**config.mk**
```make
export PLATFORM = sky130hd
export DESIGN_NAME = digit_scan_ctrl_flat
export DESIGN_NICKNAME = d
export VERILOG_FILES = /design/src/rtl/digit_scan_ctrl_pkg.sv /design/src/rtl/digit_scan_ctrl_if.sv /design/src/rtl/digit_scan_ctrl_next_digit_sel.sv /design/src/rtl/digit_scan_ctrl.sv /design/src/flat_wrapper.sv
export SDC_FILE = /design/constraint.sdc
export NUM_CORES = 1
export LEC_CHECK = 0
export CORE_MARGIN = 2
export CORE_UTILIZATION = 52
export CTS_BUF_LIST = sky130_fd_sc_hd__clkbuf_4 sky130_fd_sc_hd__clkbuf_8
export DETAILED_ROUTE_END_ITERATION = 8
export PLACE_DENSITY = 0.78
export SYNTH_ARGS = -nofsm -noshare
export SYNTH_HDL_FRONTEND = slang
export SYNTH_SLANG_ARGS = --single-unit
```
**constraint.sdc**
```tcl
create_clock -name i_clock -period 2.5 [get_ports i_clock]
set_input_delay 0.5 -clock i_clock [delete_from_list [all_inputs] [get_ports i_clock]]
set_output_delay 0.5 -clock i_clock [all_outputs]
set_load 0.03 [all_outputs]
```
**src/rtl/digit_scan_ctrl_pkg.sv**
```systemverilog
// Shared types and constants for the digit scan controller and its select helper.
// Pure declarations; no timing or flow control here.
package digit_scan_ctrl_pkg;

    localparam int NUM_DIGITS = 4;
    localparam int IDX_W      = 2;

    typedef enum logic [1:0] {
        S_IDLE  = 2'b00,
        S_BLANK = 2'b01,
        S_SHOW  = 2'b10
    } state_t;

endpackage

```
**src/rtl/digit_scan_ctrl_if.sv**
```systemverilog
// Control/status bundle between a scan requester and digit_scan_ctrl.
// Level signals only; d0/d1/en feed the 2x4 decoder directly.
interface digit_scan_ctrl_if;
    import digit_scan_ctrl_pkg::*;

    logic                  start;
    logic                  stop;
    logic [NUM_DIGITS-1:0] digit_mask;
    logic                  d0;
    logic                  d1;
    logic                  en;
    logic                  busy;
    logic                  frame_done;

    modport master (
        output start, stop, digit_mask,
        input  d0, d1, en, busy, frame_done
    );

    modport slave (
        input  start, stop, digit_mask,
        output d0, d1, en, busy, frame_done
    );
endinterface

```
**src/rtl/digit_scan_ctrl_next_digit_sel.sv**
```systemverilog
// Circular priority search for the next enabled digit after (or at, when inclusive) i_cur_idx.
// Combinational; o_wrap flags a non-inclusive step that lands on a lower or equal index.
module digit_scan_ctrl_next_digit_sel
    import digit_scan_ctrl_pkg::*;
(
    input  logic [IDX_W-1:0]      i_cur_idx,
    input  logic [NUM_DIGITS-1:0] i_mask,
    input  logic                  i_incl,
    output logic [IDX_W-1:0]      o_nxt_idx,
    output logic                  o_wrap
);

    logic [IDX_W-1:0] w_cand;
    logic             w_found;

    // Walk offsets from far to near so the nearest enabled digit overwrites the rest.
    always_comb begin
        o_nxt_idx = i_cur_idx;
        w_found   = 1'b0;
        w_cand    = '0;
        for (int k = NUM_DIGITS - 1; k >= 0; k--) begin
            w_cand = i_cur_idx + IDX_W'(k) + IDX_W'(!i_incl);
            if (i_mask[w_cand]) begin
                o_nxt_idx = w_cand;
                w_found   = 1'b1;
            end
        end
        o_wrap = w_found && !i_incl && (o_nxt_idx <= i_cur_idx);
    end

endmodule

```
**src/rtl/digit_scan_ctrl.sv**
```systemverilog
// Steps decoder select/enable through the masked digits with a blanking gap before each slot.
// First en 1+BLANK_CYCLES cycles after start; stop takes effect only after the current slot.
module digit_scan_ctrl
    import digit_scan_ctrl_pkg::*;
#(
    parameter int PRESCALE     = 4,
    parameter int BLANK_CYCLES = 1,
    parameter int CNT_W        = 4
) (
    input  logic              i_clock,
    input  logic              i_resetn,
    digit_scan_ctrl_if.slave  bus
);

    localparam logic [CNT_W-1:0] BLANK_LAST = CNT_W'(BLANK_CYCLES - 1);
    localparam logic [CNT_W-1:0] SHOW_LAST  = CNT_W'(PRESCALE - 1);

    state_t           r_state, w_nxt_state;
    logic [CNT_W-1:0] r_cnt, w_nxt_cnt;
    logic [IDX_W-1:0] r_idx, w_nxt_idx;
    logic             r_stop_pend, w_nxt_stop_pend;
    logic             r_en, r_busy, r_frame_done;
    logic             w_frame_done;

    logic [IDX_W-1:0] w_sel_cur, w_sel_nxt;
    logic             w_sel_incl, w_sel_wrap;

    digit_scan_ctrl_next_digit_sel u_sel (
        .i_cur_idx (w_sel_cur),
        .i_mask    (bus.digit_mask),
        .i_incl    (w_sel_incl),
        .o_nxt_idx (w_sel_nxt),
        .o_wrap    (w_sel_wrap)
    );

    always_comb begin
        w_nxt_state  = r_state;
        w_nxt_cnt    = r_cnt;
        w_nxt_idx    = r_idx;
        w_frame_done = 1'b0;
        w_sel_cur    = r_idx;
        w_sel_incl   = 1'b0;
        case (r_state)
            S_IDLE: begin
                w_sel_cur  = '0;
                w_sel_incl = 1'b1;
                if (bus.start && !bus.stop && (bus.digit_mask != '0)) begin
                    w_nxt_state = S_BLANK;
                    w_nxt_cnt   = '0;
                    w_nxt_idx   = w_sel_nxt;
                end
            end
            S_BLANK: begin
                if (r_cnt == BLANK_LAST) begin
                    w_nxt_state = S_SHOW;
                    w_nxt_cnt   = '0;
                end else begin
                    w_nxt_cnt = r_cnt + 1'b1;
                end
            end
            S_SHOW: begin
                if (r_cnt != SHOW_LAST) begin
                    w_nxt_cnt = r_cnt + 1'b1;
                end else if (r_stop_pend || bus.stop || (bus.digit_mask == '0)) begin
                    w_nxt_state = S_IDLE;
                    w_nxt_cnt   = '0;
                    w_nxt_idx   = '0;
                end else begin
                    w_nxt_state  = S_BLANK;
                    w_nxt_cnt    = '0;
                    w_nxt_idx    = w_sel_nxt;
                    w_frame_done = w_sel_wrap;
                end
            end
            default: begin
                w_nxt_state = S_IDLE;
                w_nxt_cnt   = '0;
                w_nxt_idx   = '0;
            end
        endcase
    end

    // A stop seen mid-scan is remembered until the slot ends; IDLE entry clears it.
    assign w_nxt_stop_pend = (w_nxt_state == S_IDLE) ? 1'b0
                           : (r_stop_pend || (bus.stop && (r_state != S_IDLE)));

    always_ff @(posedge i_clock or negedge i_resetn) begin
        if (!i_resetn) begin
            r_state      <= S_IDLE;
            r_cnt        <= '0;
            r_idx        <= '0;
            r_stop_pend  <= 1'b0;
            r_en         <= 1'b0;
            r_busy       <= 1'b0;
            r_frame_done <= 1'b0;
        end else begin
            r_state      <= w_nxt_state;
            r_cnt        <= w_nxt_cnt;
            r_idx        <= w_nxt_idx;
            r_stop_pend  <= w_nxt_stop_pend;
            r_en         <= (w_nxt_state == S_SHOW);
            r_busy       <= (w_nxt_state != S_IDLE);
            r_frame_done <= w_frame_done;
        end
    end

    assign bus.d0         = r_idx[1];
    assign bus.d1         = r_idx[0];
    assign bus.en         = r_en;
    assign bus.busy       = r_busy;
    assign bus.frame_done = r_frame_done;

endmodule

```
**src/flat_wrapper.sv**
```systemverilog
// flat-port wrapper written by rule: the top's interface ports become plain ports
module digit_scan_ctrl_flat import digit_scan_ctrl_pkg::*;
#(
    parameter int PRESCALE     = 4,
    parameter int BLANK_CYCLES = 1,
    parameter int CNT_W        = 4
)
  (i_clock, i_resetn, bus_start, bus_stop, bus_digit_mask, bus_d0, bus_d1, bus_en, bus_busy, bus_frame_done);
  digit_scan_ctrl_if bus_i ();
  input  logic i_clock;
  input  logic i_resetn;
  input wire logic [$bits(bus_i.start)-1:0] bus_start;
  input wire logic [$bits(bus_i.stop)-1:0] bus_stop;
  input wire logic [$bits(bus_i.digit_mask)-1:0] bus_digit_mask;
  output wire logic [$bits(bus_i.d0)-1:0] bus_d0;
  output wire logic [$bits(bus_i.d1)-1:0] bus_d1;
  output wire logic [$bits(bus_i.en)-1:0] bus_en;
  output wire logic [$bits(bus_i.busy)-1:0] bus_busy;
  output wire logic [$bits(bus_i.frame_done)-1:0] bus_frame_done;
  assign bus_i.start = bus_start;
  assign bus_i.stop = bus_stop;
  assign bus_i.digit_mask = bus_digit_mask;
  assign bus_d0 = bus_i.d0;
  assign bus_d1 = bus_i.d1;
  assign bus_en = bus_i.en;
  assign bus_busy = bus_i.busy;
  assign bus_frame_done = bus_i.frame_done;
  digit_scan_ctrl #(.PRESCALE(PRESCALE), .BLANK_CYCLES(BLANK_CYCLES), .CNT_W(CNT_W)) u_core (.i_clock(i_clock), .i_resetn(i_resetn), .bus(bus_i));
endmodule
```
# ---- After elaboration in Yosys (flattened, before gate mapping)
# Index checks and enable logic that the tools add are counted.
dict set report totals {
  inputBits 8
  ff_bits 12
  elab_cells 80
}
dict set report op_classes {
  eq_ne 6
  mux 35
  addsub 8
  bitwise 1
  n_reduce_logical 18
  n_lt_le_gt_ge 5
}
# operator n
set ops {}
lappend ops {{$mux 2} 11}
lappend ops {{$mux 1} 14}
lappend ops {{$lt 2x3->1 const B} 4}
lappend ops {{$mux 4} 3}
lappend ops {{$pmux 2 s3} 2}
lappend ops {{$pmux 4 s3} 1}
lappend ops {{$add 2x1->2} 4}
lappend ops {{$bmux 1 s2} 4}
lappend ops {{$logic_not 4->1} 2}
lappend ops {{$logic_and 1x1->1} 5}
lappend ops {{$add 2x2->2 const B} 2}
lappend ops {{$add 4x1->4 const B} 1}
lappend ops {{$eq 2x2->1 const B} 2}
lappend ops {{$logic_not 2->1} 2}
lappend ops {{$ne 4x2->1 const B} 1}
lappend ops {{$reduce_bool 2->1} 2}
lappend ops {{$reduce_bool 4->1} 1}
lappend ops {{$logic_or 1x1->1} 3}
lappend ops {{$reduce_and 3->1} 1}
lappend ops {{$add 2x1->2 const B} 1}
lappend ops {{$eq 2x1->1 const B} 1}
lappend ops {{$le 2x2->1} 1}
lappend ops {{$logic_not 1->1} 2}
lappend ops {{$ne 2x1->1 const B} 1}
lappend ops {{2 further kinds} 2}

# ---- Depth between registers and ports, before layout
# Gate-level depths: netlist of run 1.
dict set report logic_depth {
  depth_word 15
  depth_mapped 13
  ltp_nobuf 11
}

# ---- Cells and area by module
# From an unflattened synthesis of run 1, not the netlist that was laid out.
dict set report unflattened {
  hier_cells 120
  hier_area_um2 1027.2
}
# module n_inst cells_each area_each_um2
set modules_own_cells {}
lappend modules_own_cells {digit_scan_ctrl 1 70 673.1}
lappend modules_own_cells {digit_scan_ctrl_next_digit_sel 1 50 354.1}

# ---- Worst setup path before layout of run 1
# Ideal clock, no wire load.
dict set report synth_path {
  path_type {reg2reg}
  from {reg u_core.r_state[0]}
  to {reg u_core.r_frame_done (netlist: u_core.bus.frame_done)}
  arrival_time_ns 2.268
  slack_ns 0.127
  path_stages_with_launch 12
  n_path_buf 1
  synth_period_minus_slack_ns 2.373
  setup_time_ns 0.105
  required_time_ns 2.395
  path_cell_list {dfrtp_1 inv_1 ha_1 buf_6 or3b_1 a21o_1 a221oi_2 nand2b_1 ha_1 a21oi_1 a21oi_1 nor4b_1}
}
dict set report synth_between {
  elab_chain_len 15
}
# element line_no
set synth_lines {}
lappend synth_lines {{from (decl)} digit_scan_ctrl.sv:18} ;# state_t r_state, w_nxt_state;
lappend synth_lines {{from (signal assigned)} digit_scan_ctrl.sv:97} ;# r_state <= w_nxt_state;
lappend synth_lines {{$logic_not 2->1} digit_scan_ctrl.sv:43} ;# case (r_state)
lappend synth_lines {{$mux 2 / $mux 1 (equally long branches)} digit_scan_ctrl.sv:43}
lappend synth_lines {{$add 2x2->2 / $logic_not 1->1 (equally long branches)} {digit_scan_ctrl_next_digit_sel.sv:22, digit_scan_ctrl_next_digit_sel.sv:28}}
lappend synth_lines {{$add 2x1->2} digit_scan_ctrl_next_digit_sel.sv:22} ;# w_cand = i_cur_idx + IDX_W'(k) + IDX_W'(!i_incl);
lappend synth_lines {{$bmux 1 s2} digit_scan_ctrl_next_digit_sel.sv:23} ;# if (i_mask[w_cand]) begin
lappend synth_lines {{$mux 1 (not written as such)} digit_scan_ctrl_next_digit_sel.sv:23}
lappend synth_lines {{$mux 2 / $mux 1 (equally long branches) (4 in a row)} digit_scan_ctrl_next_digit_sel.sv:23}
lappend synth_lines {{$le 2x2->1 / $logic_and 1x1->1 (equally long branches)} digit_scan_ctrl_next_digit_sel.sv:28} ;# o_wrap = w_found && !i_incl && (o_nxt_idx <= i_cur_idx);
lappend synth_lines {{$logic_and 1x1->1} digit_scan_ctrl_next_digit_sel.sv:28}
lappend synth_lines {{$mux 1} digit_scan_ctrl.sv:64} ;# end else if (r_stop_pend || bus.stop || (bus.digit_mask == '0)) begin
lappend synth_lines {{$mux 1} digit_scan_ctrl.sv:62} ;# if (r_cnt != SHOW_LAST) begin
lappend synth_lines {{$mux 1 (*)} digit_scan_ctrl.sv:43}
lappend synth_lines {{named net u_core.w_frame_done} digit_scan_ctrl.sv:23} ;# logic w_frame_done;
lappend synth_lines {{to (signal assigned)} digit_scan_ctrl.sv:103} ;# r_frame_done <= w_frame_done;
lappend synth_lines {{to (decl)} digit_scan_ctrl.sv:22} ;# logic r_en, r_busy, r_frame_done;
# Mark *: on every way through the listed nets, which the timed path passes. The rest lies on a longest branch. The select of a mux whose other input is x is not followed.
# A chain may end at the register's enable or synchronous reset.

# ---- Worst setup path after layout of run 1
# Same ends and word-level chain as after synthesis.

==> results of run 1 <==
[cells by family (layout without fill, tap and decap cells)]
kind of cell	count (synthesis)	in the layout	share of synthesized area
AND/OR/NAND/NOR	53	53	0.2527
AO/OA/AOI/OAI	42	42	0.2690
buffers and inverters	20	48	0.08350
flip-flops	12	12	0.2603
adder cells (fa/ha/maj)	9	9	0.09762
multiplexers	4	4	0.03688
[sequential cells by signal (all words and copies together), names as in the netlist]
signal and cells:
u_core.bus.busy 1, u_core.r_cnt 4, u_core.bus.en 1, u_core.r_stop_pend 1
u_core.bus.frame_done 1, u_core.r_idx 2, u_core.r_state 2
[power by group through the flow]
stage / clock [mW] / combinational (mW) / sequential [mW]
final: 0.164 / 1.21 / 0.319
after global routing: 0.165 / 1.33 / 0.328
after CTS: 0.162 / 1.14 / 0.314
after detailed placement: 0 / 1.11 / 0.317
after global placement: 0 / 1.09 / 0.316
after floorplan: 0 / 0.740 / 0.346
[cell usage after synthesis, types with 2 or more instances]
| cell | instances |
|---|---|
| o21ai_0 | 9 |
| o21ai_1 | 2 |
| o21bai_1 | 2 |
| buf_2 | 5 |
| ha_1 | 9 |
| buf_4 | 2 |
| mux2_2 | 2 |
| mux2i_1 | 2 |
| nor2b_1 | 7 |
| a21oi_1 | 7 |
| dfrtp_1 | 12 |
| o2111ai_1 | 2 |
| nand2_1 | 11 |
| nor4_1 | 2 |
| and3_1 | 2 |
| nor2_1 | 9 |
| or2_2 | 2 |
| nand2b_1 | 7 |
| inv_1 | 12 |
| nand3_1 | 3 |
| a31oi_1 | 2 |
| o2bb2ai_1 | 2 |
| nor4b_1 | 2 |
| o211ai_1 | 4 |
| or3b_1 | 3 |
[worst paths after layout]
path | endpoint | cells past startpoint | from | slack (ns)
min reg2reg | u_core.r_stop_pend | 2 | u_core.r_stop_pend | 0.56
max in group asynchronous | u_core.r_idx[0] | 1 | i_resetn | 1.57
max reg2reg | u_core.bus.frame_done | 10 | u_core.r_state[0] | 0.11
max | u_core.bus.frame_done | 10 | u_core.r_state[0] | 0.11
min in group i_clock | u_core.r_stop_pend | 2 | u_core.r_stop_pend | 0.56
min | u_core.r_state[1] | 1 | i_resetn | 0.55
[per-stage QoR]
step	instances	utilization	setup slack, ns	TNS [ns]
after global routing	196	0.6890	-0.005743	-0.005743
after global placement	191	0.6517	-0.09073	-0.09073
after detailed placement	191	0.6517	-0.2277	-0.2277
final	196	0.6890	0.1066	0
after CTS	195	0.6739	0.02241	0
after floorplan	140	-	0.1270	0
[cells in the final DEF (no fill, tap or decap), drive strengths merged, types with 3 or more instances in the layout]
master and count:
nand3 3, a21oi 7, ha 9, clkbuf 4, o21ai 11, nand2 11, nor2 10, inv 12
nor2b 7, buf 20, or3b 3, nand2b 7, clkdlybuf4s50 12, dfrtp 12, o211ai 5
[per-layer routing]
layer / wire, um / part of all wire / track usage
met1: 1270 / 0.45 / 0.3000
met5: 0 / 0 / 0
met4: 62 / 0.022 / 0.1261
met2: 1372 / 0.49 / 0.4069
met3: 123 / 0.044 / 0.03801
[what timing repair did]
item,CTS,global route
pin swaps,0,1
hold buffers,0,0
buffers inserted,0,1
resized for setup,3,6
endpoints found under the setup margin,1,1
[layout make-up]
type                       count  area share
multi-input combinational    108      0.5325
inverter                      12     0.03043
clock buffer                   4     0.02451
tap                           28     0.02367
timing repair buffer          32      0.1851
sequential                    12      0.2037
==> qor.yml, run 1 <==
cp_slowest_cell: "dfrtp_1"
end_kind: "flop"
fmax_mhz: 417.8
diodes: 0
syn_area_per_cell_um2: 8.240
synth_area_leaders: "dfrtp_1 26%, ha_1 9.8%, o21ai_0 3.9%, inv_1 3.9%, nand2b_1 3.8%"
final_cell_area_um2: 1480
clkLatencyLatePin_ns: 0.29
die-area_um2: 2611
wl_per_cell_um: 14.42
p_per_area_nw_per_um2: 1142
crit_arrival_ns: 2.59
ir_drop_mv: 0.7959
crit_type: "flop to flop"
grt_pass1_wl_mm: 4.809
h-tree-depth: 1
cpMostUsedCell: "a21oi_1"
numCtsBuffers: 3
crit_chain: "inv_2, ha_4, or3b_1, a21o_1, a221oi_2, nand2b_1, ha_1, a21oi_1, a21oi_1, nor4b_2"
rows: 17
clkPwrFrac: 0.097
seq_area_um2: 301.5
layout.nets: 186
fin_crit_sh: 0.9574
multi_input_comb_area_um2: 788.3
cellLeakagePower_nw: 0.6646
holdWs_ns: 0.5474
skew_ns: 0.007955
ys_seq_area_frac: 0.2603
startpoint_type: "flop"
cts_sinks: 12
cpPeakStageDelay_ns: 0.39
cp_top_family: "simple AND/OR/NAND/NOR gates"
relSlewSlack: 0.6462
worstMarginPinSlew_ns: 0.5290
clkTransAtPathRegs_ns: 0.08
track_usage: 0.2432
ys.flop_type: "dfrtp_1"
grt_max_degree: 16
p_sw_mw: 0.7822
coreArea_um2: 2148
vias_per_cell: 5.903
overflow: 0
p_int_mw: 0.9084
combPwrFrac: 0.714
routed_wl_mm: 2.827
placed_cell_area_um2: 1400
synth_edf_count: 0
status: "complete, no violations"
clockBufferDepth: 2
synth.top_cell.area_share: 0.2603
ys.warnings.count: 0
critPathMaxFanout: 6
dpl.hpwl_mm: 2.129
antenna_found_initial: 0
power.total_mw: 1.691
synth_seq_cells: 12
drive_gt1_frac: 0.2321
synthArstFlopShare: 1.000
drc_errors: 0
critPathBufInv: 1
drv_cap: 0
place.gp.congestion: 0.9507
netlist_instances: 140
setup_violations: 0
synth_nets: 157
hold_class: "input port to async pin"
synthesis.area_um2: 1154
syn_to_final_growth_pct: 28.31
grt_pass1_vias: 1116
synth_top_area_cell: "dfrtp_1"
period_needed_ns: 2.393
yosysUniqueCellTypes: 43
dr.pass1.iters: 5
report.final.slew_viol_count: 0
num_io_pins: 13
initialDrtViolationCount: 22
die_h_um: 51.10
vias: 1157
root_buffer: "clkbuf_4"
switching_share: 0.4627
final_antenna_net_count: 0
io_buffer_count: 12
initial_utilization: 0.5370
hold_violations: 0
fill_cells: 174
chipWidth_um: 51.10
seqPwrFrac: 0.189
cts_tree: "built"
required_ns: 2.70
Power figures use the tool's default switching activity.
==> run 2: changes to the inputs <==
Clock period 2.5 ns to 2.1 ns, I/O delays scaled along.
==> qor.yml, run 2 (synthesized netlist as in run 1, its figures left out) <==
grt_max_degree: 13  # -3
chipWidth_um: 51.10  # unchanged
violations: "negative setup slack"
drive_gt1_frac: 0.4241  # +0.1919
clkPwrFrac: 0.070  # -0.027
startpoint_type: "flop"
rows: 17  # unchanged
coreArea_um2: 2148  # unchanged
crit_type: "flop to flop"
fmax_mhz: 404.0  # -3.3%
critPathMaxFanout: 3  # -3
h-tree-depth: 1  # unchanged
io_buffer_count: 12  # unchanged
r2r_setup_slack_ns: -0.38  # -0.48 ns
relSlewSlack: 0.6066  # -0.03959
skew_ns: 0.006325  # -0.001630 ns
diodes: 0  # unchanged
setup_tns_ns: -0.3958  # -0.3958 ns
utilization: 0.8375  # +0.1485
track_usage: 0.3153  # +0.07214
clockBufferDepth: 2  # unchanged
final_common_cell: "buf_4"
antenna_found_initial: 0  # unchanged
layout.nets: 209  # +12%
cellLeakagePower_nw: 0.8316  # +25%
cts_sinks: 12  # unchanged
reg_top3: "u_core.r_cnt x4, u_core.r_idx x2, u_core.r_state x2"
wl_per_cell_um: 17.99  # +25%
p_int_mw: 1.465  # +61%
clkTransAtPathRegs_ns: 0.08  # about the same
dr.max_layer_used: "met4"
seqPwrFrac: 0.140  # -0.049
worstMarginPinSlew_ns: 0.5882  # +0.05920 ns
setup_slack_ns: -0.3753  # -0.4818 ns
drv_cap: 0  # unchanged
num_io_pins: 13  # unchanged
grt_pass1_vias: 1331  # +19%
overflow: 0  # unchanged
largest_register_ffs: 4  # unchanged
grt_pass1_wl_mm: 5.913  # +23%
initialDrtViolationCount: 41  # +86%
dpl.hpwl_mm: 2.652  # +25%
drc_errors: 0  # unchanged
place.gp.congestion: 1.009  # +6.1%
hold_class: "input port to async pin"
numCtsBuffers: 3  # unchanged
reg2reg_from: "u_core.r_state[0]"
r2r-end: "u_core.bus.frame_done"
routed_wl_mm: 3.939  # +39%
final_cell_mix: "42 x buf_4, 11 x nand2_1, 11 x dfrtp_1"
syn_to_final_growth_pct: 55.97
switching_share: 0.4504  # -0.01229
dr.pass1.iters: 4  # -1
cts_tree: "built"
end_kind: "flop"
die-area_um2: 2611  # unchanged
combPwrFrac: 0.790  # +0.076
crit_arrival_ns: 2.65  # +0.06 ns
initial_utilization: 0.5370  # unchanged
report.final.slew_viol_count: 0  # unchanged
met1_length_mm: 1.506  # +19%
regMostFlops: "u_core.r_cnt"
p_per_area_nw_per_um2: 1482  # +30%
final_antenna_net_count: 0  # unchanged
p_sw_mw: 1.201  # +54%
ir_drop_mv: 1.079  # +36%
route.met2.wl_mm: 2.051  # +49%
required_ns: 2.27  # -0.43 ns
vias_per_cell: 5.995  # +1.6%
root_buffer: "clkbuf_4"
vias: 1313  # +13%
r2r_cells: 10  # unchanged
die_h_um: 51.10  # unchanged
status: "complete, but fails checks"
rsz0062_at_grt: "yes"
fin_crit_sh: 1.179  # +0.2213
wl_met3_um: 192  # +56%
hold_violations: 0  # unchanged
setup_violations: 2  # +2
period_needed_ns: 2.475  # +0.08185 ns
clkLatencyLatePin_ns: 0.28  # about the same
## run 2: cell count changes in the layout (fill, tap and decap cells not counted), moves of 3 or more
cell,before,now
buf_4,19,42
clkdlybuf4s50_1,12,9
ha_1,7,4
nor2b_1,7,4
nor2b_2,0,3
## run 2: how the worst max path moves through the flow
stage                       endpoint  depth (start not counted)         startpoint  slack [ns]
6_report       u_core.bus.frame_done                         10  u_core.r_state[0]       -0.38
5_1_grt        u_core.bus.frame_done                         10  u_core.r_state[1]       -0.41
4_1_cts        u_core.bus.frame_done                         10  u_core.r_state[1]       -0.29
3_5_place_dp   u_core.bus.frame_done                         10  bus_digit_mask[1]       -0.54
3_3_place_gp   u_core.bus.frame_done                         10  bus_digit_mask[1]       -0.45
2_1_floorplan  u_core.bus.frame_done                         11  u_core.r_state[1]       -0.17
## run 2: final cells by class
cell class	instances	area, um^2
Multi-Input combinational cell	108	934.6
Sequential cell	12	301.5
Tap cell	28	35.03
Inverter	12	45.04
Clock buffer	4	36.28
Fill cell	123	349.1
Timing Repair Buffer	55	446.7
## run 2: power by group through the flow
stage	Sequential (mW)	Combinational [mW]	Clock, mW
after floorplan	0.414	0.900	0
after global placement	0.359	1.56	0
after detailed placement	0.363	1.61	0
after CTS	0.360	1.95	0.191
after global routing	0.382	2.30	0.196
final	0.373	2.11	0.186
## run 2: repair_timing
action / CTS / global route
gates resized for setup: 16 / 23
pin swaps: 9 / 16
buffers inserted: 6 / 6
hold buffers: 0 / 0
setup endpoints to repair: 2 / 6
## run 2: critical path, cell delays in order (launching register included)
cell and delay [ns]:
dfrtp_1 0.39, inv_2 0.11, ha_4 0.16, or3b_4 0.37, a21o_1 0.20, a221oi_2 0.28
nand2b_4 0.19, ha_4 0.20, a21oi_2 0.13, a21oi_1 0.06, nor4b_1 0.27
## run 2: stage by stage
| step | instance area (um^2) | instances | power (mW) | hold WS [ns] | worst slack (ns) |
|---|---|---|---|---|---|
| after floorplan | 1166 | 140 | 1.314 | 0.1244 | -0.1741 |
| after global placement | 1540 | 208 | 1.918 | 0.5220 | -0.4462 |
| after detailed placement | 1540 | 208 | 1.978 | 0.5406 | -0.5363 |
| after CTS | 1677 | 218 | 2.500 | 0.5034 | -0.2946 |
| after global routing | 1799 | 219 | 2.876 | 0.5385 | -0.4108 |
| final | 1799 | 219 | 2.666 | 0.5072 | -0.3753 |
## run 2: routing by layer
metal	vias up	GRT usage
met5	-	0
met4	0	0.1892
met3	19	0.04386
met2	67	0.5866
met1	616	0.3315
li1	611	-
==> RTL edit 1: new RTL, flow settings as in run 1 <==
Change the package constant `IDX_W` from 2 to 4.
--- a/src/rtl/digit_scan_ctrl_pkg.sv
+++ b/src/rtl/digit_scan_ctrl_pkg.sv
@@ -3,7 +3,7 @@
 package digit_scan_ctrl_pkg;
 
     localparam int NUM_DIGITS = 4;
-    localparam int IDX_W      = 2;
+    localparam int IDX_W      = 4;
 
     typedef enum logic [1:0] {
         S_IDLE  = 2'b00,
Check against the original RTL: not equivalent (Yosys sat finds a counterexample within 10 cycles, from zero or initial values and one cycle with i_resetn low).
==> RTL edit 1 against run 1 <==
  * The run now ends with setup timing left
  * Power increased by 110%
  * Final area increased by 64%
  * Clock skew about the same
  * Setup slack got worse by 1000 ps
  * Non-clock buffer count increased by 54
  * Fmax decreased by 30%
  * Largest power group unchanged
  * Sequential cell count increased by 2
  * Core utilization increased by 17 points
  * Area after synthesis increased by 37%
  * Critical endpoint unchanged
  * Routed wire length increased by 120%
==> RTL edit 1: results (changes against run 1) <==
[status]
outcome=complete, but fails checks  ; was completed
failed_checks=setup timing

[critical_path]
crit_slowest_cell=or4_1  ; was dfrtp_1
arrival_ps=3660  ; was 2590 ps
crit_fanout=5  ; was 6
critPathMaxStageDelay_ps=540  ; was 390 ps

[synth]
syn_avg_cell_area_um2=7.80  ; was 8.24 µm²
ys_types=50  ; was 43
ys_top_cells_by_count=nand2_1 (17), inv_1 (15)  ; was dfrtp_1 (12), inv_1 (12), nand2_1 (11)
ys_top_cells_by_area=dfrtp_1 (22%), ha_1 (11%), a21oi_1 (4.4%)  ; was dfrtp_1 (26%), ha_1 (9.8%), o21ai_0 (3.9%)
syn-num-nets=224  ; was 157
yosysSeqAreaShare=0.222  ; was 0.260
async_flop_share=1.00  ; unchanged
synth_ff_type=dfrtp_1  ; unchanged

[routing]
routed_wl_um=6190  ; was 2830 µm
vias_per_cell=6.44  ; was 5.90
vias=2017  ; was 1157
drt-initial-drc-count=166  ; was 22

[layout]
biggestRegsByFlops=u_core.r_cnt (4), u_core.r_idx (4), u_core.r_state (2)  ; was u_core.r_cnt (4), u_core.r_idx (2), u_core.r_state (2)
layout-drive-gt1-share=0.379  ; was 0.232
diodes=0  ; unchanged
nets=305  ; was 186

[sta]
setup-violations-final=3  ; was 0
relSlewSlack=0.576  ; was 0.646
finalClockSkew_ps=7.53  ; was 7.95 ps
worst_slack_ps=-921  ; was 107 ps

[grt]
grt_pass1_wl_um=8610  ; was 4810 µm
gr-usage-all-layers=0.325  ; was 0.243
grt_pass1_vias=1875  ; was 1116
grt_max_degree=17  ; was 16
antenna_found_initial=0  ; unchanged

[clock_tree]
clock_latency_ps=300
clock_path_buffers=2  ; unchanged
cts_buffers=3  ; unchanged
ctsHtreeMaxLevel=1  ; unchanged

[placed_design]
dp_hpwl_um=3900  ; was 2130 µm
place_area_um2=2180  ; was 1400 µm²
gp_congestion=0.954  ; was 0.951
port_buffers=12  ; unchanged
post-place-cells=293  ; was 191

[power_and_ir_drop]
leakage_uw=0.00115  ; was 0.000665 µW
max-vdd-ir-drop_mv=0.974  ; was 0.796 mV

[min_path]
hp-class=flip-flop to flip-flop  ; was input pin to asynchronous set/reset pin

## RTL edit 1: cell count changes in the layout (fill, tap and decap cells not counted), sizes merged, moves of 4 or more
cell / run 1 / this run
o31ai: 2 / 6
ha: 9 / 14
nor2: 10 / 14
nand2: 11 / 17
buf: 20 / 74
nand3: 3 / 9
a21oi: 7 / 14
## RTL edit 1: kinds of logic (layout without fill, tap and decap cells)
family	count (synthesis)	in the layout	synth area share
AOI/OAI and AO/OA	68	68	0.302
xor gates and xnor gates	3	3	0.0167
adders and majority gates	14	14	0.111
buffers and inverters	25	105	0.0667
DFF	14	14	0.222
muxes	8	8	0.0540
and+or+nand+nor	70	70	0.227
## RTL edit 1: routing by layer
metal / share of wire / track usage / wire (µm)
met5: 0 / 0 / 0
met4: 0.048 / 0.0909 / 299
met3: 0.068 / 0.0611 / 422
met2: 0.49 / 0.571 / 3000
met1: 0.40 / 0.403 / 2460
## RTL edit 1: critical path: cells and delay by family (launching register included)
family / cells / cell delay (ps)
AO/OA/AOI/OAI: 7 / 1240
AND/OR/NAND/NOR: 4 / 870
adder cells (fa/ha/maj): 2 / 500
flip-flops: 1 / 380
buffers and inverters: 3 / 370
## RTL edit 1: final cells by class
cell class | count | area [µm²]
Clock buffer | 4 | 36.3
Fill cell | 157 | 403
Inverter | 15 | 56.3
Multi-Input combinational cell | 163 | 1260
Sequential cell | 14 | 352
Tap cell | 31 | 38.8
Timing Repair Buffer | 86 | 683
## RTL edit 1: timing repair
| action | in CTS | in global routing |
|---|---|---|
| gates resized for setup | 9 | 13 |
| buffers inserted | 12 | 6 |
| pin swaps | 5 | 11 |
| setup endpoints to repair | 5 | 7 |
## RTL edit 1: metrics by stage
step           setup TNS, ps  power (µW)  utilization  setup slack (ps)  hold WS [ps]
3_5_place_dp           -1700        2680        0.771              -894           498
5_1_grt                -2660        3690        0.858             -1070           578
6_report               -2150        3510        0.858              -921           534
4_1_cts                -1640        3080        0.824              -790           518
3_3_place_gp           -1400        2590        0.771              -835           489
2_1_floorplan          -1300        1700            -              -980           204
## RTL edit 1: worst paths after layout
check	from	endpoint	depth (start not counted)
max	u_core.r_state[0]	u_core.bus.frame_done	16
min	u_core.r_stop_pend	u_core.r_stop_pend	2
max reg2reg	u_core.r_state[0]	u_core.bus.frame_done	16
min reg2reg	u_core.r_stop_pend	u_core.r_stop_pend	2
max in group asynchronous	i_resetn	u_core.r_idx[1]	1
min in group asynchronous	i_resetn	u_core.r_state[0]	1
## RTL edit 1: power breakdown
group / internal [µW] / switching [µW]
clock network: 89.0 / 83.3
logic: 1480 / 1480
registers: 295 / 78.4
==> RTL edit 2: new RTL, config.mk and constraints of run 1 <==
Without the edit above. The 3 states of `state_t` get a one-hot encoding in 3 bits.
--- a/src/rtl/digit_scan_ctrl_pkg.sv
+++ b/src/rtl/digit_scan_ctrl_pkg.sv
@@ -5,10 +5,10 @@
     localparam int NUM_DIGITS = 4;
     localparam int IDX_W      = 2;
 
-    typedef enum logic [1:0] {
-        S_IDLE  = 2'b00,
-        S_BLANK = 2'b01,
-        S_SHOW  = 2'b10
+    typedef enum logic [2:0] {
+        S_IDLE  = 3'b001,
+        S_BLANK = 3'b010,
+        S_SHOW  = 3'b100
     } state_t;
 
 endpackage
Behaviour: no difference found for any inputs over 10 cycles, from zero or initial values and one cycle with i_resetn low; not proved beyond that.
==> RTL edit 2 against run 1 <==
  * Final area shrank 23%
  * Area after synthesis decreased by 16%
  * Routed wire length down 27%
  * Sequential cell count grew 1
  * Clock skew shrank 0.55 ps
  * Setup slack better by 130 ps
Power is not compared: it rests on default switching activity, and its combinational part moved more than twofold at a synthesized area within 25%.
==> RTL edit 2: results (changes against run 1) <==
[status]
outcome=completed  ; unchanged

[layout]
fill_cells=163  ; was 174
nets=143  ; was 186
finalNonFillerCells=155  ; was 196
biggestRegsByFlops=u_core.r_cnt (4), u_core.r_state (3), u_core.r_idx (2)  ; was u_core.r_cnt (4), u_core.r_idx (2), u_core.r_state (2)
layout-drive-gt1-share=0.100  ; was 0.232

[synth]
syn-num-nets=129  ; was 157
syn_avg_cell_area_um2=8.27  ; was 8.24 µm²
ys_types=42  ; was 43
ys_top_cells_by_count=nor2_1 (14), dfrtp_1 (12), a21oi_1 (10)  ; was dfrtp_1 (12), inv_1 (12), nand2_1 (11)
ys_top_cells_by_area=dfrtp_1 (31%), nor2_1 (5.4%), a21oi_1 (5.2%)  ; was dfrtp_1 (26%), ha_1 (9.8%), o21ai_0 (3.9%)
yosysSeqAreaShare=0.338  ; was 0.260

[grt]
use_met3=0.0231  ; was 0.0380
antenna_found_initial=0  ; unchanged
grt_pass1_wl_um=3470  ; was 4810 µm
grt_util_met2=0.411  ; was 0.407
grt_max_degree=17  ; was 16
gr-usage-all-layers=0.218  ; was 0.243
grt_use_met1=0.260  ; was 0.300

[placed_design]
gp_congestion=0.865  ; was 0.951
post-place-cells=151  ; was 191
dp_hpwl_um=1560  ; was 2130 µm
place_area_um2=1110  ; was 1400 µm²

[critical_path]
critPathMaxStageDelay_ps=540  ; was 390 ps
arrival_ps=2420  ; was 2590 ps
rr_worst_depth=10  ; unchanged
crit_fanout=10  ; was 6
crit_family=compound AO/OA/AOI/OAI gates  ; was simple AND/OR/NAND/NOR gates
crit_slowest_cell=dfstp_2  ; was dfrtp_1

[clock_tree]
cts_buffers=3  ; unchanged
clock_latency_ps=270  ; was 290 ps
cts_resized=0  ; was 3

[routing]
met2_length_um=1110  ; was 1370 µm
vias_per_cell=5.81  ; was 5.90
wl_per_cell_um=13.3  ; was 14.4 µm
first_pass_iters=4  ; was 5
m1WireLength_um=893  ; was 1270 µm
drt-initial-drc-count=16  ; was 22
wl_met3_um=41  ; was 123 µm

[min_path]
hp-class=flip-flop to flip-flop  ; was input pin to asynchronous set/reset pin

[sta]
finalClockSkew_ps=7.40  ; was 7.95 ps
relSlewSlack=0.612  ; was 0.646

[RTL edit 2: cell type report]
cell class,count,share of cell area
Clock buffer,4,0.0263
Tap cell,25,0.0274
Multi-Input combinational cell,91,0.509
Timing Repair Buffer,16,0.132
Sequential cell,13,0.286
Inverter,6,0.0197
[RTL edit 2: power by group through the flow]
stage / clock (µW) / sequential, µW / combinational [µW]
6_report: 138 / 264 / 271
3_5_place_dp: 0 / 267 / 269
3_3_place_gp: 0 / 267 / 256
4_1_cts: 141 / 264 / 271
2_1_floorplan: 0 / 271 / 189
5_1_grt: 153 / 269 / 302
[RTL edit 2: logic make-up (layout without fill, tap and decap cells)]
family,Yosys count,in the layout,synth area share
mux,1,1,0.0116
simple gates,46,46,0.247
fa+ha+maj,4,4,0.0517
compound gates,36,36,0.254
flops,13,13,0.338
buf+inv,13,26,0.0621
xor+xnor,4,4,0.0362
[RTL edit 2: worst min-delay path: cells and delay by family, from the launching register on]
kind	cells	cell delay, ps
compound gates	1	60
flops	1	390
simple gates	1	70
[RTL edit 2: path summary, 6_finish.rpt]
check / from / end / slack, ps
max in group asynchronous: i_resetn / u_core.r_idx[1] / 1520
min in group asynchronous: i_resetn / u_core.r_cnt[2] / 590
setup / recovery: u_core.r_state[0] / u_core.bus.frame_done / 240
setup reg to reg: u_core.r_state[0] / u_core.bus.frame_done / 240
hold / removal: u_core.r_stop_pend / u_core.r_stop_pend / 550
hold reg to reg: u_core.r_stop_pend / u_core.r_stop_pend / 550
[RTL edit 2: per-stage QoR]
stage               power (µW)   util
floorplan                  460      -
detailed placement         536  0.637
finish                     673  0.654
global placement           523  0.637
global route               724  0.654
CTS                        676  0.654
